$ cat config.mk
export PLATFORM = sky130hd
export DESIGN_NAME = alert_arbiter
export DESIGN_NICKNAME = d
export VERILOG_FILES = /design/src/rtl/alert_arbiter.sv
export SDC_FILE = /design/constraint.sdc
export NUM_CORES = 1
export LEC_CHECK = 0
export CAP_MARGIN = 20
export CORE_ASPECT_RATIO = 1.25
export CORE_MARGIN = 1.5
export CORE_UTILIZATION = 60
export DETAILED_ROUTE_END_ITERATION = 7
export DONT_BUFFER_PORTS = 1
export GPL_TIMING_DRIVEN = 0
export PLACE_DENSITY_LB_ADDON = 0.25
export SYNTH_ARGS = -nofsm -noshare
export SYNTH_HDL_FRONTEND = slang
export SYNTH_SLANG_ARGS = --single-unit
$ cat constraint.sdc
create_clock -name clk -period 2.5 [get_ports clk]
set_input_delay 0 -clock clk [delete_from_list [all_inputs] [get_ports clk]]
set_output_delay 0 -clock clk [all_outputs]
set_load 0.005 [all_outputs]
$ cat src/rtl/alert_arbiter.sv
// alert_arbiter
//   Drives the single piezo buzzer for three alert sources: the alarm match,
//   timer expiry and the top-of-hour chime. It applies fixed priority
//   (alarm > timer > chime) with preemption, gives each source its own beep
//   pattern, silences automatically after a timeout, and provides alarm
//   snooze plus a sticky missed-alarm flag. clk is the 1 Hz tick, so one
//   cycle is one second.
//
// Ports
//   clk          in   1 Hz system clock, posedge
//   reset        in   asynchronous, active-high
//   enable       in   master alert enable
//   alarm_req    in   alarm comparator level (rising edge requests)
//   timer_req    in   timer expiry level (rising edge requests)
//   chime_req    in   one-cycle pulse at hour rollover
//   stop_btn     in   dismiss current alert / cancel snooze / clear missed
//   snooze_btn   in   snooze an active alarm
//   buzzer       out  registered buzzer drive
//   active_src   out  00 none, 01 alarm, 10 timer, 11 chime
//   snoozed      out  high while the snooze countdown runs
//   alarm_missed out  sticky: an alarm timed out unanswered
//
// state    | meaning
// ---------+------------------------------------------------------
// ST_IDLE  | silent; grants the highest-priority pending source
// ST_ALARM | alarm sounding, buzzer toggles every cycle
// ST_TIMER | timer alert, buzzer steady; alarm may preempt
// ST_CHIME | hourly chime, steady for CHIME_SEC cycles
module alert_arbiter #(
  parameter int TIMEOUT_SEC = 60,
  parameter int SNOOZE_SEC  = 300,
  parameter int CHIME_SEC   = 2
) (
  input  logic       clk,
  input  logic       reset,
  input  logic       enable,
  input  logic       alarm_req,
  input  logic       timer_req,
  input  logic       chime_req,
  input  logic       stop_btn,
  input  logic       snooze_btn,
  output logic       buzzer,
  output logic [1:0] active_src,
  output logic       snoozed,
  output logic       alarm_missed
);

  localparam int DUR_MAX = (TIMEOUT_SEC > CHIME_SEC) ? TIMEOUT_SEC : CHIME_SEC;
  localparam int DUR_W   = $clog2(DUR_MAX + 1);
  localparam int SNZ_W   = $clog2(SNOOZE_SEC + 1);

  localparam logic [DUR_W-1:0] DUR_TIMEOUT_LAST = DUR_W'(TIMEOUT_SEC - 1);
  localparam logic [DUR_W-1:0] DUR_CHIME_LAST   = DUR_W'(CHIME_SEC - 1);
  localparam logic [SNZ_W-1:0] SNZ_LOAD         = SNZ_W'(SNOOZE_SEC - 1);

  // Encoding doubles as the active_src code.
  typedef enum logic [1:0] {
    ST_IDLE  = 2'b00,
    ST_ALARM = 2'b01,
    ST_TIMER = 2'b10,
    ST_CHIME = 2'b11
  } state_t;

  state_t           state_q, state_d;
  logic             buzzer_q, buzzer_d;
  logic [DUR_W-1:0] dur_q, dur_d;
  logic [SNZ_W-1:0] snz_cnt_q, snz_cnt_d;
  logic             snoozed_q, snoozed_d;
  logic             missed_q, missed_d;
  logic             pend_alarm_q, pend_alarm_d;
  logic             pend_timer_q, pend_timer_d;
  logic             pend_chime_q, pend_chime_d;
  logic             alarm_prev_q, alarm_prev_d;
  logic             timer_prev_q, timer_prev_d;
  logic             snz_fire;

  always_ff @(posedge clk or posedge reset) begin
    if (reset) begin
      state_q      <= ST_IDLE;
      buzzer_q     <= 1'b0;
      dur_q        <= '0;
      snz_cnt_q    <= '0;
      snoozed_q    <= 1'b0;
      missed_q     <= 1'b0;
      pend_alarm_q <= 1'b0;
      pend_timer_q <= 1'b0;
      pend_chime_q <= 1'b0;
      alarm_prev_q <= 1'b0;
      timer_prev_q <= 1'b0;
    end else begin
      state_q      <= state_d;
      buzzer_q     <= buzzer_d;
      dur_q        <= dur_d;
      snz_cnt_q    <= snz_cnt_d;
      snoozed_q    <= snoozed_d;
      missed_q     <= missed_d;
      pend_alarm_q <= pend_alarm_d;
      pend_timer_q <= pend_timer_d;
      pend_chime_q <= pend_chime_d;
      alarm_prev_q <= alarm_prev_d;
      timer_prev_q <= timer_prev_d;
    end
  end

  always_comb begin
    state_d      = state_q;
    buzzer_d     = buzzer_q;
    dur_d        = dur_q;
    snz_cnt_d    = snz_cnt_q;
    snoozed_d    = snoozed_q;
    missed_d     = missed_q;
    pend_alarm_d = pend_alarm_q;
    pend_timer_d = pend_timer_q;
    pend_chime_d = pend_chime_q;
    alarm_prev_d = alarm_req;
    timer_prev_d = timer_req;
    snz_fire     = 1'b0;

    // Snooze countdown runs in every state; stop cancels it outright.
    if (snoozed_q) begin
      if (snz_cnt_q == '0) begin
        snoozed_d = 1'b0;
        snz_fire  = !stop_btn;
      end else begin
        snz_cnt_d = snz_cnt_q - SNZ_W'(1);
      end
    end
    if (stop_btn) snoozed_d = 1'b0;

    case (state_q)
      ST_IDLE: begin
        if (pend_alarm_q) begin
          state_d      = ST_ALARM;
          buzzer_d     = 1'b1;
          dur_d        = '0;
          pend_alarm_d = 1'b0;
        end else if (pend_timer_q) begin
          state_d      = ST_TIMER;
          buzzer_d     = 1'b1;
          dur_d        = '0;
          pend_timer_d = 1'b0;
        end else if (pend_chime_q) begin
          state_d      = ST_CHIME;
          buzzer_d     = 1'b1;
          dur_d        = '0;
          pend_chime_d = 1'b0;
        end
      end
      ST_ALARM: begin
        if (stop_btn) begin
          state_d      = ST_IDLE;
          buzzer_d     = 1'b0;
          dur_d        = '0;
          pend_alarm_d = 1'b0;
        end else if (snooze_btn) begin
          state_d   = ST_IDLE;
          buzzer_d  = 1'b0;
          dur_d     = '0;
          snoozed_d = 1'b1;
          snz_cnt_d = SNZ_LOAD;
        end else if (dur_q == DUR_TIMEOUT_LAST) begin
          state_d  = ST_IDLE;
          buzzer_d = 1'b0;
          dur_d    = '0;
          missed_d = 1'b1;
        end else begin
          dur_d    = dur_q + DUR_W'(1);
          buzzer_d = !buzzer_q;
        end
      end
      ST_TIMER: begin
        if (stop_btn) begin
          state_d      = ST_IDLE;
          buzzer_d     = 1'b0;
          dur_d        = '0;
          pend_timer_d = 1'b0;
        end else if (pend_alarm_q) begin
          // Preempted timer re-pends and restarts with a fresh count later.
          state_d      = ST_ALARM;
          buzzer_d     = 1'b1;
          dur_d        = '0;
          pend_alarm_d = 1'b0;
          pend_timer_d = 1'b1;
        end else if (dur_q == DUR_TIMEOUT_LAST) begin
          state_d  = ST_IDLE;
          buzzer_d = 1'b0;
          dur_d    = '0;
        end else begin
          dur_d    = dur_q + DUR_W'(1);
          buzzer_d = 1'b1;
        end
      end
      ST_CHIME: begin
        if (stop_btn) begin
          state_d      = ST_IDLE;
          buzzer_d     = 1'b0;
          dur_d        = '0;
          pend_chime_d = 1'b0;
        end else if (pend_alarm_q) begin
          // Preempted chime is dropped, not re-pended.
          state_d      = ST_ALARM;
          buzzer_d     = 1'b1;
          dur_d        = '0;
          pend_alarm_d = 1'b0;
          pend_chime_d = 1'b0;
        end else if (dur_q == DUR_CHIME_LAST) begin
          state_d  = ST_IDLE;
          buzzer_d = 1'b0;
          dur_d    = '0;
        end else begin
          dur_d    = dur_q + DUR_W'(1);
          buzzer_d = 1'b1;
        end
      end
      default: begin
        state_d  = ST_IDLE;
        buzzer_d = 1'b0;
        dur_d    = '0;
      end
    endcase

    // Captures are applied after the FSM clears so a new request on the
    // same edge as a dismissal survives.
    if (enable) begin
      if ((alarm_req && !alarm_prev_q) || snz_fire) pend_alarm_d = 1'b1;
      if (timer_req && !timer_prev_q) pend_timer_d = 1'b1;
      if (chime_req && (state_q == ST_IDLE || state_q == ST_CHIME)) pend_chime_d = 1'b1;
    end else begin
      state_d      = ST_IDLE;
      buzzer_d     = 1'b0;
      dur_d        = '0;
      pend_alarm_d = 1'b0;
      pend_timer_d = 1'b0;
      pend_chime_d = 1'b0;
      snoozed_d    = 1'b0;
      snz_cnt_d    = '0;
      missed_d     = missed_q;
    end

    if (stop_btn) missed_d = 1'b0;
  end

  assign buzzer       = buzzer_q;
  assign active_src   = state_q;
  assign snoozed      = snoozed_q;
  assign alarm_missed = missed_q;

endmodule

# Word level (Yosys, flattened, before mapping)
# Index checks and enable logic that the tools add are counted.
[totals] ff_bits=25 latch_bits=0 ramBits=0 mem_bits_ro=0 in_bits=8 out_inout_bits=5 word_cells=128 memories=0
[op_classes] add_sub_neg=2 multipliers=0 n_div=0 magnitude_cmp=0 n_eq_ne=17 shifts=0 muxes=78 n_bitwise=0 n_reduce_logical=20
[ops] operator="$mux W6" count=12
[ops] operator="$mux W9" count=6
[ops] operator="$mux W1" count=42
[ops] operator="$mux W2" count=12
[ops] operator="$pmux W6 S4" count=1
[ops] operator="$ne A5 B5 Y1 const B" count=3
[ops] operator="$ne A4 B3 Y1 const B" count=3
[ops] operator="$logic_not A9 Y1" count=1
[ops] operator="$sub A9 B1 Y9 const B" count=1
[ops] operator="$ne A4 B1 Y1 const B" count=2
[ops] operator="$ne A4 B4 Y1 const B" count=2
[ops] operator="$pmux W2 S4" count=1
[ops] operator="$reduce_and A4 Y1" count=2
[ops] operator="$add A6 B1 Y6 const B" count=1
[ops] operator="$eq A6 B1 Y1 const B" count=1
[ops] operator="$eq A6 B6 Y1 const B" count=1
[ops] operator="$reduce_bool A2 Y1" count=3
[ops] operator="$ne A5 B4 Y1 const B" count=1
[ops] operator="$eq A2 B2 Y1 const B" count=2
[ops] operator="$logic_not A1 Y1" count=4
[ops] operator="$pmux W1 S2" count=2
[ops] operator="$pmux W1 S4" count=1
[ops] operator="$reduce_and A2 Y1" count=2
[ops] operator="$logic_and A1 B1 Y1" count=3
[ops] operator="7 further kinds" count=8

# Longest topological paths before layout
[depth] word_depth=8 depth_mapped=7 ltp_nobuf=6

# Worst setup path before layout
# OpenSTA, ideal clock, no wires.
[synth_timing] path_kind="flip-flop to flip-flop" from="reg snz_cnt_q[4]" to="reg snz_cnt_q[1]" setup_time_ns=0.080 t_arrival_ns=1.866 required_time_ns=2.420 setup_slack_ns=0.553 stages_incl_launch_ff=6 path_buffers=1 synth_period_minus_slack_ns=1.947 path_cell_list="dfrtp_1 or4_4 buf_6 o41ai_4 mux2_1 a21oi_1"
[synth_between] elab_chain_len=7
[synth_lines] element="start, declared" line_no="67" rtl="logic [SNZ_W-1:0] snz_cnt_q, snz_cnt_d;"
[synth_lines] element="start signal, assigned" line_no="94" rtl="snz_cnt_q <= snz_cnt_d;"
[synth_lines] element="$logic_not A9 Y1 (*)" line_no="121" rtl="if (snz_cnt_q == '0) begin"
[synth_lines] element="$mux W9 (*)" line_no="121"
[synth_lines] element="$mux W9 (*)" line_no="120" rtl="if (snoozed_q) begin"
[synth_lines] element="$mux W9" line_no="155" rtl="end else if (snooze_btn) begin"
[synth_lines] element="$mux W9" line_no="150" rtl="if (stop_btn) begin"
[synth_lines] element="$mux W9 (*)" line_no="130" rtl="case (state_q)"
[synth_lines] element="$mux W9 (*)" line_no="224" rtl="if (enable) begin"
[synth_lines] element="net snz_cnt_d[1]" line_no="67"
# The timed path passes the listed nets; every way through them passes the cells marked *.
# A chain may end at the register's enable or synchronous reset.

# Final worst setup path
[layout_timing] from="reg snz_cnt_q[4]" to="reg snoozed_q, in the netlist snoozed"
[layout_between] elab_chain_len=8
[layout_lines] element="$logic_not A9 Y1 (*)" line_no="121"
[layout_lines] element="$mux W1 (*)" line_no="121"
[layout_lines] element="$mux W1 (*)" line_no="120"
[layout_lines] element="$mux W1 (*)" line_no="128" rtl="if (stop_btn) snoozed_d = 1'b0;"
[layout_lines] element="$mux W1" line_no="155"
[layout_lines] element="$mux W1" line_no="150"
[layout_lines] element="$mux W1 (*)" line_no="130"
[layout_lines] element="$mux W1 (*)" line_no="224"
[layout_lines] element="net snoozed_d" line_no="68" rtl="logic snoozed_q, snoozed_d;"
[layout_lines] element="end signal, assigned" line_no="95" rtl="snoozed_q <= snoozed_d;"
[layout_lines] element="end, declared" line_no="68"
# Marks and branches as above.

==> summary.txt <==
Crit-path cells: or4_4, buf_6, o41ai_4, a21oi_1, dlygate4sd3_1
Crit Path Max Fanout: 8
Starting DRT DRC Count: 45
Setup violators final: 0
Setup crit start kind: register
Post-CTS setup buffers: 0
CTS Sinks: 25
CTS tree: built
Slowest-stage cell, CP: dlygate4sd3_1
Post-cts gate resize count: 0
Ys async rst share: 100%
Drt wl/cell: 16.0 µm
Fillers: 194
Slew Viols, Final: 0
Critical path type: register to register
Xor/xnor cell area share of the yosys netlist: 2.85%
FP Rows: 20
Post-Syn Nets: 187
Largest net degree at the start of global routing: 26
Top reg by flops: snz_cnt_q
CP peak stage delay: 0.57 ns
Sum Neg Setup Slack: 0 ns
Synthesized cell area: 1530 µm²
Placed Cells incl. Taps: 205
DP Wirelength: 2410 µm
Yosys cell types: 43
Via density per instance: 6.21
Area growth syn-to-layout: 8.40%
Initial core utilization: 63.2%
Post-synth EDFFs: 0
Seq/Total Area, Yosys: 40.8%
Core Area: 2430 µm²
Fmax: 430 MHz
ANT cells: 0
Worst slew pin tran: 0.943 ns
H-tree levels: 1
Synth Register Bits: 25
Vias in the first global route: 1,322
Mux cell area share after synthesis: 0.734%
TritonRoute pass-1 iters: 4
Status: finished, final reports clean
Hold Buf Count CTS: 6
Worst skew pair latency: 0.31 ns
Largest cells by area after synthesis: dfrtp_1, ha_1, nor2_1, o21ai_0, nand2_1
Layout cell share with drive strength beyond 1: 5.49%
Remaining DRCs: 0
Fin nets: 198
Hold Fails Final Rpt: 0
Period utilization: 93.1%
Die Ht: 59.5 µm
RSZ-0062 raised after global routing: false
GRT Residual Overflow: 0
Leak Pwr: 0.712 nW
Routed Antenna Nets: 0
Final std cells w/o fill: 215
Avg Synthesized Cell Area: 8.92 µm²
Clock root cell: clkbuf_4
Largest family of logic cells by synthesized area: compound AO/OA/AOI/OAI gates
Synth Area in Compound Gates: 23.4%
Minimum clock period: 2.33 ns
Final GP Congestion: 0.931
Worst-path clk slew: 0.13 ns
Total GRT Usage: 28.0%
Via count: 1,335
Final wirelength: 3430 µm
Slew headroom: 37.1%
Initial antenna violation count: 0
Max_cap viols: 0
Synth warnings: 0
Number of buffers created by CTS: 3
Clk_skew: 0.00226 ns
Type of the worst min-delay path: input pin to register
Critical Path End Type: register
Post-Synth Adder-Cell Area: 5.71%
Simple-Gate Fraction of Synth Area: 21.6%
Worst Path Required: 2.71 ns
First-pass GRT wire length: 5800 µm
Max reg flops: 9
Cells after Synth: 172
Critical Path AT: 2.54 ns
Synth area leader: dfrtp_1
Synth Flop Type: dfrtp_1
Post-synth top area share: 40.8%
IO Pins: 13
CTS Buffer Depth: 2
Die Wd: 48.2 µm
P per Cell Area: 683 nW/µm²
Port bufs: 0
Peak supply drop: 653 µV
Die area: 2870 µm²
[placed cells by master, fill, tap and decap left out, drive strengths merged, types with 4 or more instances in the layout]
cell | netlist | routed
nand2b | 7 | 7
nand3 | 6 | 6
dlygate4sd3 | 0 | 6
nor2 | 18 | 18
dfrtp | 25 | 25
nand2 | 15 | 15
inv | 10 | 10
nor2b | 4 | 4
o21ai | 13 | 13
clkbuf | 6 | 9
a31oi | 4 | 4
ha | 7 | 7
xor2 | 4 | 4
a21oi | 10 | 10
o211ai | 6 | 6
[routing by layer]
metal | wire, µm | vias up | GRT usage [%]
li1 | - | 639 | -
met1 | 1380 | 646 | 33.8
met2 | 1840 | 41 | 47.6
met3 | 143 | 9 | 4.27
met4 | 70 | 0 | 11.6
met5 | 0 | - | 0
[worst paths after layout]
kind,to,cells after the start,startpoint,slack (ns)
max in group asynchronous,active_src[0],2,reset,1.61
max reg2reg,snoozed,5,snz_cnt_q[4],0.17
min reg2reg,snz_cnt_q[7],2,snz_cnt_q[7],0.57
min,alarm_missed,2,stop_btn,0.06
max,snoozed,5,snz_cnt_q[4],0.17
min in group asynchronous,dur_q[4],2,reset,0.32
[power breakdown]
group | internal, W | total, W | switching [W]
Sequential | 0.000448 | 0.000501 | 0.0000533
Clock | 0.0000599 | 0.000177 | 0.000117
Combinational | 0.000180 | 0.000457 | 0.000277
Total | 0.000688 | 0.00114 | 0.000448
[worst max-delay path, delay by kind of cell (launching register included)]
| kind | cells | cell delay (ns) |
|---|---|---|
| AOI/OAI and AO/OA | 2 | 0.51 |
| and+or+nand+nor | 1 | 0.54 |
| buffers and inverters | 2 | 0.72 |
| DFF | 1 | 0.46 |
[synthesized netlist by cell type (6+ instances only)]
cell type	instances
clkbuf_1	6
nand2b_1	7
o21ai_0	13
inv_1	10
a21oi_1	10
dfrtp_1	25
o211ai_1	6
nand2_1	15
nand3_1	6
nor2_1	18
ha_1	7
[cell families after synthesis]
family          after synthesis
compound gates               51
xor+xnor                      5
fa+ha+maj                     7
buf+inv                      18
flops                        25
mux                           1
simple gates                 65
[stage by stage]
step                      util [%]  area, µm²  hold WS (ns)  total power (W)  setup WS (ns)
after floorplan                  -       1530        0.0273         0.000848          0.553
after global placement        64.9       1580        0.0315         0.000930          0.470
after detailed placement      64.9       1580        0.0315         0.000948          0.418
after CTS                     68.5       1660        0.0444          0.00113          0.195
after global routing          68.5       1660        0.0451          0.00123         0.0981
final                         68.5       1660        0.0569          0.00114          0.173
[layout make-up]
type | instances | area (µm²) | area share [%]
plain buffers | 7 | 33.8 | 2.03
clock buffers | 3 | 22.5 | 1.35
clock inverters | 1 | 5.00 | 0.301
inverters | 11 | 41.3 | 2.48
multi-input cells | 129 | 833 | 50.1
flip-flops and latches | 25 | 626 | 37.6
well taps | 33 | 41.3 | 2.48
repair buffers | 6 | 60.1 | 3.61
(Power assumes the default switching activity.)
